`src/rtl/load_store_unit_pkg.sv`:
```
// -----------------------------------------------------------------------------
// load_store_unit_pkg
// Shared definitions for the load/store unit:
//   - RV32I load/store funct3 encodings (F3_LB..F3_SW)
//   - LSU state encoding (lsu_state_t)
//   - byte-enable base patterns (BE_BYTE/BE_HALF/BE_WORD)
//   - request legality helpers (illegal funct3, misalignment)
// -----------------------------------------------------------------------------
package load_store_unit_pkg;

    typedef enum logic [1:0] {
        ST_IDLE,
        ST_ACCESS,
        ST_RESP
    } lsu_state_t;

    localparam logic [2:0] F3_LB  = 3'b000;
    localparam logic [2:0] F3_LH  = 3'b001;
    localparam logic [2:0] F3_LW  = 3'b010;
    localparam logic [2:0] F3_LBU = 3'b100;
    localparam logic [2:0] F3_LHU = 3'b101;
    localparam logic [2:0] F3_SB  = 3'b000;
    localparam logic [2:0] F3_SH  = 3'b001;
    localparam logic [2:0] F3_SW  = 3'b010;

    localparam logic [3:0] BE_BYTE = 4'b0001;
    localparam logic [3:0] BE_HALF = 4'b0011;
    localparam logic [3:0] BE_WORD = 4'b1111;

    // Loads reject 011/110/111; stores reject anything above SW.
    function automatic logic f3_illegal(input logic we, input logic [2:0] f3);
        if (we)
            return f3 > F3_SW;
        return (f3 == 3'b011) || (f3 == 3'b110) || (f3 == 3'b111);
    endfunction

    // funct3[1:0] gives the access size; bytes can never be misaligned.
    function automatic logic misaligned(input logic [2:0] f3, input logic [1:0] lo);
        case (f3[1:0])
            2'b01:   return lo[0];
            2'b10:   return lo != 2'b00;
            default: return 1'b0;
        endcase
    endfunction

endpackage

```
`src/rtl/load_store_unit_load_align.sv`:
```
// -----------------------------------------------------------------------------
// lsu_load_align
// Combinational load-data alignment: selects the byte/half lane from a RAM
// word and sign- or zero-extends it according to funct3. LW (and any other
// encoding) passes the word through unchanged.
// Ports:
//   i_word   [31:0]  RAM read word
//   i_lane   [1:0]   byte address bits [1:0]
//   i_funct3 [2:0]   load funct3
//   o_data   [31:0]  extended load result
// -----------------------------------------------------------------------------
module lsu_load_align
    import load_store_unit_pkg::*;
(
    input  logic [31:0] i_word,
    input  logic [1:0]  i_lane,
    input  logic [2:0]  i_funct3,
    output logic [31:0] o_data
);

    logic [7:0]  w_byte;
    logic [15:0] w_half;

    always_comb begin
        case (i_lane)
            2'd0:    w_byte = i_word[7:0];
            2'd1:    w_byte = i_word[15:8];
            2'd2:    w_byte = i_word[23:16];
            default: w_byte = i_word[31:24];
        endcase
        w_half = i_lane[1] ? i_word[31:16] : i_word[15:0];

        case (i_funct3)
            F3_LB:   o_data = {{24{w_byte[7]}}, w_byte};
            F3_LH:   o_data = {{16{w_half[15]}}, w_half};
            F3_LBU:  o_data = {24'd0, w_byte};
            F3_LHU:  o_data = {16'd0, w_half};
            default: o_data = i_word;
        endcase
    end

endmodule

```
`src/rtl/load_store_unit.sv`:
```
// -----------------------------------------------------------------------------
// load_store_unit
// Converts core load/store requests into word-aligned RAM accesses with byte
// enables, extends load data and flags misaligned / illegal requests.
// Optional feature: define LSU_TIMEOUT_EN to abort an access after
// TIMEOUT_CYCLES cycles without mem_ready (response with resp_err = 1).
// Ports:
//   clk, rst_n                     clock, async active-low reset
//   req_valid/req_ready            core request handshake (ready only in IDLE)
//   req_we, req_funct3             store flag and RV32I funct3
//   req_addr, req_wdata            byte address and store data
//   resp_valid, resp_rdata, resp_err   one-cycle completion pulse + result
//   mem_en, mem_we, mem_be         RAM strobe, write, byte enables
//   mem_addr, mem_wdata            word address, lane-replicated store data
//   mem_rdata, mem_ready           RAM read word, access-complete
// -----------------------------------------------------------------------------
module load_store_unit
    import load_store_unit_pkg::*;
#(
    parameter int unsigned MEM_ADDR_W     = 30,
    parameter int unsigned TIMEOUT_CYCLES = 16
) (
    input  logic                  clk,
    input  logic                  rst_n,
    input  logic                  req_valid,
    output logic                  req_ready,
    input  logic                  req_we,
    input  logic [2:0]            req_funct3,
    input  logic [31:0]           req_addr,
    input  logic [31:0]           req_wdata,
    output logic                  resp_valid,
    output logic [31:0]           resp_rdata,
    output logic                  resp_err,
    output logic                  mem_en,
    output logic                  mem_we,
    output logic [3:0]            mem_be,
    output logic [MEM_ADDR_W-1:0] mem_addr,
    output logic [31:0]           mem_wdata,
    input  logic [31:0]           mem_rdata,
    input  logic                  mem_ready
);

    lsu_state_t r_state, w_next_state;

    logic                  r_we;
    logic [2:0]            r_f3;
    logic [1:0]            r_lane;
    logic [MEM_ADDR_W-1:0] r_addr;
    logic [3:0]            r_be;
    logic [31:0]           r_wdata;
    logic                  r_err;
    logic [31:0]           r_rdata;

    logic                  w_req_err;
    logic [3:0]            w_be;
    logic [31:0]           w_wdata;
    logic [31:0]           w_load_data;
    logic                  w_timeout;

    assign w_req_err = f3_illegal(req_we, req_funct3) ||
                       misaligned(req_funct3, req_addr[1:0]);

    always_comb begin
        case (req_funct3[1:0])
            2'b00: begin
                w_be    = BE_BYTE << req_addr[1:0];
                w_wdata = {4{req_wdata[7:0]}};
            end
            2'b01: begin
                w_be    = req_addr[1] ? (BE_HALF << 2) : BE_HALF;
                w_wdata = {2{req_wdata[15:0]}};
            end
            default: begin
                w_be    = BE_WORD;
                w_wdata = req_wdata;
            end
        endcase
    end

    lsu_load_align u_align (
        .i_word   (mem_rdata),
        .i_lane   (r_lane),
        .i_funct3 (r_f3),
        .o_data   (w_load_data)
    );

`ifdef LSU_TIMEOUT_EN
    logic [7:0] r_cnt;

    // mem_ready wins over the timeout because the FSM tests it first.
    assign w_timeout = (r_cnt == 8'(TIMEOUT_CYCLES - 1));

    always_ff @(posedge clk or negedge rst_n) begin
        if (!rst_n)
            r_cnt <= '0;
        else if (r_state == ST_IDLE)
            r_cnt <= '0;
        else if (r_state == ST_ACCESS && !mem_ready)
            r_cnt <= r_cnt + 8'd1;
    end
`else
    assign w_timeout = 1'b0;
`endif

    always_ff @(posedge clk or negedge rst_n) begin
        if (!rst_n)
            r_state <= ST_IDLE;
        else
            r_state <= w_next_state;
    end

    always_comb begin
        w_next_state = r_state;
        case (r_state)
            ST_IDLE:   if (req_valid) w_next_state = w_req_err ? ST_RESP : ST_ACCESS;
            ST_ACCESS: if (mem_ready || w_timeout) w_next_state = ST_RESP;
            default:   w_next_state = ST_IDLE;
        endcase
    end

    always_ff @(posedge clk or negedge rst_n) begin
        if (!rst_n) begin
            r_we    <= 1'b0;
            r_f3    <= '0;
            r_lane  <= '0;
            r_addr  <= '0;
            r_be    <= '0;
            r_wdata <= '0;
            r_err   <= 1'b0;
            r_rdata <= '0;
        end else begin
            case (r_state)
                ST_IDLE: if (req_valid) begin
                    r_we    <= req_we;
                    r_f3    <= req_funct3;
                    r_lane  <= req_addr[1:0];
                    r_addr  <= req_addr[MEM_ADDR_W+1:2];
                    r_be    <= w_be;
                    r_wdata <= w_wdata;
                    r_err   <= w_req_err;
                    r_rdata <= '0;
                end
                ST_ACCESS: begin
                    if (mem_ready)
                        r_rdata <= r_we ? '0 : w_load_data;
                    else if (w_timeout)
                        r_err <= 1'b1;
                end
                default: ;
            endcase
        end
    end

    // All outputs decode from the state register, so an async reset
    // drops mem_en immediately.
    assign req_ready  = (r_state == ST_IDLE);
    assign mem_en     = (r_state == ST_ACCESS);
    assign mem_we     = mem_en & r_we;
    assign mem_be     = mem_en ? r_be : '0;
    assign mem_addr   = mem_en ? r_addr : '0;
    assign mem_wdata  = mem_en ? r_wdata : '0;
    assign resp_valid = (r_state == ST_RESP);
    assign resp_err   = resp_valid & r_err;
    assign resp_rdata = resp_valid ? r_rdata : '0;

endmodule

```
`config.mk`:
```
export PLATFORM = sky130hd
export DESIGN_NAME = load_store_unit
export DESIGN_NICKNAME = d
export VERILOG_FILES = /design/src/rtl/load_store_unit_pkg.sv /design/src/rtl/load_store_unit_load_align.sv /design/src/rtl/load_store_unit.sv
export SDC_FILE = /design/constraint.sdc
export NUM_CORES = 1
export LEC_CHECK = 0
export BUFFER_PORTS_ARGS = -buffer_cell sky130_fd_sc_hd__buf_2
export CORE_ASPECT_RATIO = 1.5
export CORE_MARGIN = 2
export CORE_UTILIZATION = 46
export DETAILED_ROUTE_END_ITERATION = 8
export GPL_TIMING_DRIVEN = 0
export PLACE_DENSITY = 0.76
export SYNTH_ARGS = -nofsm -noshare
export SYNTH_HDL_FRONTEND = slang
export SYNTH_SLANG_ARGS = --single-unit
```
`constraint.sdc`:
```
create_clock -name clk -period 3.1 [get_ports clk]
set_input_delay 0 -clock clk [delete_from_list [all_inputs] [get_ports clk]]
set_output_delay 0 -clock clk [all_outputs]
set_load 0.01 [all_outputs]
```
# Yosys cells after proc, flatten, opt, wreduce, memory -nomap -nowiden
# Index checks and enable logic that the tools add are counted.
[word_totals]
in_bits = 104
reg_bits = 107
output_inout_bits = 103
[classes]
mux = 22
n_reduce_logical = 12
shift = 1
n_bitwise = 2
n_lt_le_gt_ge = 1
eq_ne = 14
[op_table]
columns = ["op", "count"]
rows = [
  ["32-bit 2-to-1 mux", 5],
  ["32-bit case mux with 2 select lines", 2],
  ["32-bit case mux with 4 select lines", 1],
  ["30-bit 2-to-1 mux", 1],
  ["8-bit case mux with 3 select lines", 1],
  ["16-bit 2-to-1 mux", 1],
  ["3-bit == test, second input constant", 4],
  ["4-bit 2-to-1 mux", 2],
  ["4-bit case mux with 2 select lines", 1],
  ["2-bit by 1-bit == test with 1-bit output, second input constant", 3],
  ["2-bit == test, second input constant", 3],
  ["2-bit logical NOT", 3],
  ["2-bit 2-to-1 mux", 3],
  ["2-bit case mux with 2 select lines", 1],
  ["2-bit AND reduction", 2],
  ["2-bit nonzero test", 2],
  ["1-bit by 2-bit left shift with 4-bit output, first input constant", 1],
  ["3-bit by 1-bit == test with 1-bit output, second input constant", 1],
  ["3-bit by 2-bit == test with 1-bit output, second input constant", 1],
  ["3-bit by 2-bit greater-than comparator with 1-bit output, second input constant", 1],
  ["3-bit logical NOT", 1],
  ["1-bit logical OR", 3],
  ["1-bit 2-to-1 mux", 3],
  ["3-bit AND reduction", 1],
  ["other kinds (4)", 5],
]

# Depth between registers and ports, before layout
[depth]
depth_word = 8
depth_mapped = 8
depth_no_buf = 6

# By module
# A second synthesis with hierarchy kept.
[unflattened]
cells_unflattened = 649
area_unflattened_um2 = 5977.0
[by_module_without_submodules]
columns = ["module", "area_each_um2", "instances", "seq_area_each_um2", "cells_per_inst"]
rows = [
  ["load_store_unit", 5253.8, 1, 2677.6, 518],
  ["lsu_load_align", 723.2, 1, 0.0, 131],
]

# Worst setup path before layout
# OpenSTA, ideal clock, no wires.
[synth_timing]
path_kind = "register to register"
start = "register r_f3[0]"
end = "register r_rdata[21]"
setup_ns = 0.064
slack_ns = 1.279
period_less_slack_ns = 1.821
path_buffers = 2
arrival_time_ns = 1.757
required_ns = 3.036
path_stages_with_launch = 7
cell_sequence = "dfrtp_1 buf_6 or3b_1 a2bb2oi_1 a2111oi_4 buf_6 a221o_2"
[synth_via]
elab_chain_cells = 5
word_cells_on_any_way = 8
cone_classes = "eq/ne (3); mux (4); reduce/logical (1)"
[synth_rtl]
columns = ["element", "line_no", "rtl"]
rows = [
  ["start, declared", "load_store_unit.sv:46", "logic [2:0] r_f3;"],
  ["start signal, assigned", "load_store_unit.sv:135", "r_f3 <= req_funct3;"],
  ["3-bit == test (tied with other cells)", "load_store_unit_load_align.sv:33", "case (i_funct3)"],
  ["32-bit case mux with 4 select lines *", "load_store_unit_load_align.sv:33", ""],
  ["32-bit 2-to-1 mux *", "load_store_unit.sv:145", "r_rdata <= r_we ? '0 : w_load_data;"],
  ["32-bit 2-to-1 mux *", "load_store_unit.sv:144", "if (mem_ready)"],
  ["32-bit case mux with 2 select lines *", "load_store_unit.sv:132", "case (r_state)"],
  ["end signal, assigned", "load_store_unit.sv:145", ""],
  ["end, declared", "load_store_unit.sv:52", "logic [31:0] r_rdata;"],
]
# Every way passes the cells marked *; elsewhere a longest branch is shown, timed or not. The select of a mux whose other input is x is not followed.
# A chain may end at the register's enable or synchronous reset.

# Worst setup path in the final report
[layout_timing]
start = "register r_state[1]"
end = "register r_wdata[31]"
[layout_via]
elab_chain_cells = 2
[layout_rtl]
columns = ["element", "line_no", "rtl"]
rows = [
  ["start, declared", "load_store_unit.sv:43", "lsu_state_t r_state, w_next_state;"],
  ["start signal, assigned", "load_store_unit.sv:109", "r_state <= w_next_state;"],
  ["2-bit logical NOT", "load_store_unit.sv:132", ""],
  ["2-bit AND reduction (no line)", "n/a", ""],
  ["end signal, assigned", "load_store_unit.sv:139", "r_wdata <= w_wdata;"],
  ["end, declared", "load_store_unit.sv:50", "logic [31:0] r_wdata;"],
]
# No other way between the ends.

==> results.txt <==
Run status -> complete, but fails checks
Main area contributors after synthesis -> dfrtp_1, and2_1, mux2_2
Synth Area in Compound Gates -> 0.170
Chip width -> 93.3 um
Sequential Power Share -> 0.406
Total gr overflow -> 0
Leak -> 0.00384 uW
Initial antenna violation count -> 0
# rows -> 48
DR vias/cell -> 5.50
CP Capture Type -> register
Max_cap viols -> 0
Worst vdd ir -> 0.366 mV
Final Critical Period -> 2580 ps
Sequential area share after synthesis -> 0.487
Nets -> 940
CP arrival -> 2810 ps
Vias post-DR -> 5429
Largest family of logic cells by synthesized area -> simple AND/OR/NAND/NOR gates
Biggest area consumer among synthesized cells -> dfrtp_1
Slew headroom -> 0.503
Non-filler instance count after layout -> 987
Hold Worst Slack -> -1.19 ps
RSZ-0062 raised after global routing -> no
Comb pwr share -> 0.333
Die Area -> 12900 um2
YS warnings -> 0
Post-synthesis net count -> 641
Max Slew Vio Count -> 0
Cell-internal power -> 3290 uW
Total GRT Usage -> 0.281
Share of cells above drive strength 1 -> 0.343
Area delta synth->final -> 43.6%
Vias in the first global route -> 5626
Die Span Y -> 138 um
Req. time, crit path -> 3330 ps
Post_cts resized -> 0
Pwr Density -> 620 nW/um2
Final WL -> 18.0 mm
Placed Cells -> 890
PortBufs -> 206
TritonCTS clock tree -> yes
DRC -> 0
Synthesized-area fraction occupied by adder cells -> 0.00910
Core area -> 11600 um2
Initial Utilization -> 0.475
Clock H-tree levels -> 3
Xor and xnor area share after synthesis -> 0
Startpoint types -> register
Placer congestion estimate -> 0.946
Failing checks -> hold timing
Least-Margin Pin Slew -> 746 ps
CTS Sinks -> 107
Post-synth cell types -> 40
Clock skew -> 4.35 ps
Longest Clk Path Bufs -> 2
First drt pass iteration count -> 5
Min-delay worst type -> in2reg
Cts bufs inserted -> 9
Root Buffer -> clkbuf_16
Later-pin clock latency in the skew report -> 340 ps
Hold Fails Final Rpt -> 1
Largest net degree at the start of global routing -> 72
Cell count after synthesis -> 533
Synthesized area per cell -> 10.3 um2
Final Cycle Share -> 0.831
Detailed Place HPWL -> 12.9 mm
Clock transition at the registers of the reported paths -> 70 ps
Yosys reg bits -> 107
First-pass GRT wire length -> 28.1 mm
Max Clock Freq -> 388 MHz
Clock power frac -> 0.260
Switching share of power -> 0.328
IO Pins -> 207
Cell Area, Synth -> 5500 um2
DRT iter0 DRCs -> 246
WL/cell -> 18.2 um
Setup TNS -> 0 ps
P_sw -> 1610 uW
Top cell type's share of synthesized area -> 0.487
Setup-failing EPs final -> 0
Simple-Gate Fraction of Synth Area -> 0.182
Critical path class -> reg2reg
Max FO, Critical Path -> 10
Mux share of post-synthesis cell area -> 0.112
ANT cells -> 0
ANT nets after route -> 0
cell type report:
type                            count  area, um2
Clock buffer                       11        253
Clock inverter                      5       85.1
Fill cell                         893       3690
Tap cell                          150        188
Inverter                           11       41.3
Sequential cell                   107       2680
Multi-Input combinational cell    373       2610
Timing Repair Buffer              288       1870
Buffer                             42        175
critical path, cell delays in order (launching register included):
cell	delay, ps
dfrtp_1	430
nor2_1	140
and2_1	130
clkbuf_1	180
buf_1	470
clkbuf_1	410
a31oi_1	130
dlygate4sd3_1	570
cell families after synthesis:
group,after synthesis
buf+inv,53
fa+ha+maj,4
mux,56
flops,107
compound gates,129
simple gates,184
layer usage:
| metal | vias up | wire, um | share of wire | global-route usage |
|---|---|---|---|---|
| met5 | - | 0 | 0 | 0 |
| met4 | 0 | 852 | 0.047 | 0.151 |
| met3 | 51 | 1200 | 0.067 | 0.0576 |
| met2 | 278 | 9450 | 0.52 | 0.504 |
| met1 | 2622 | 6510 | 0.36 | 0.310 |
| li1 | 2478 | - | - | - |
synth_stat cells (all sizes together):
| master | number |
|---|---|
| dfrtp | 107 |
| and2 | 102 |
| mux2 | 46 |
| nor2 | 35 |
| clkbuf | 32 |
| nand2 | 30 |
| o21ai | 25 |
| a21oi | 24 |
| a221o | 16 |
| a22oi | 16 |
| inv | 11 |
| a31oi | 10 |
| buf | 10 |
| mux2i | 10 |
| o21a | 7 |
| o221ai | 7 |
| o311ai | 7 |
| nor2b | 6 |
| a211oi | 5 |
| ha | 4 |
| nand2b | 4 |
| a2111oi | 2 |
| a22o | 2 |
| a32o | 2 |
| nor3 | 2 |
| o22ai | 2 |
| a221oi | 1 |
| a2bb2oi | 1 |
| nand4bb | 1 |
| nor4 | 1 |
| o211a | 1 |
| o211ai | 1 |
| or2 | 1 |
| or3b | 1 |
| or4b | 1 |
power by group through the flow:
stage	clock, uW	combinational (uW)	sequential (uW)
after floorplan	0	1010	1940
after global placement	0	1460	1980
after detailed placement	0	1520	2010
after CTS	1290	1620	1980
after global routing	1350	1770	2040
final	1270	1630	1990
flip-flops by register name, indices dropped and copies added (netlist names):
name	count
r_f3	3
r_lane	2
r_state	2
r_rdata	32
r_err	1
r_addr	30
r_be	4
r_we	1
r_wdata	32
placed cells by master (no fill, tap or decap), drive strengths merged, types with 2 or more instances in the layout:
cell type	n
buf	217
dfrtp	107
and2	102
dlygate4sd3	81
mux2	46
clkbuf	43
nor2	35
nand2	30
o21ai	25
a21oi	24
a22oi	16
a221o	16
inv	11
mux2i	10
a31oi	10
o21a	7
o221ai	7
o311ai	7
nor2b	6
a211oi	5
nand2b	4
ha	4
nor3	2
a32o	2
o22ai	2
a22o	2
bufinv	2
clkinv	2
a2111oi	2
path summary, 6_finish.rpt:
kind | from | to | slack (ps) | depth (start not counted)
max | r_state[1] | r_wdata[31] | 520 | 7
min | req_wdata[13] | r_wdata[13] | -1 | 3
max reg2reg | r_state[1] | r_wdata[31] | 520 | 7
min reg2reg | r_rdata[4] | r_rdata[4] | 480 | 2
max in group asynchronous | rst_n | r_rdata[14] | 2180 | 3
min in group asynchronous | rst_n | r_rdata[27] | 170 | 2
per-stage QoR:
| stage | hold slack [ps] | worst slack, ps | instance area, um2 | utilization | power, uW |
|---|---|---|---|---|---|
| after global routing | 6.99 | 338 | 7900 | 0.681 | 5160 |
| after CTS | 0.636 | 500 | 7900 | 0.681 | 4890 |
| after floorplan | -296 | 1280 | 5500 | - | 2940 |
| after detailed placement | -0.974 | 854 | 6750 | 0.582 | 3530 |
| after global placement | 232 | 839 | 6720 | 0.580 | 3440 |
| final | -1.19 | 523 | 7900 | 0.681 | 4900 |
what timing repair did:
item / 4_1_cts / 5_1_grt
setup endpoints to repair: 0 / 0
buffers inserted: 0 / 0
hold endpoints to repair: 116 / 0
hold buffers: 81 / 0
(Power assumes the default switching activity.)
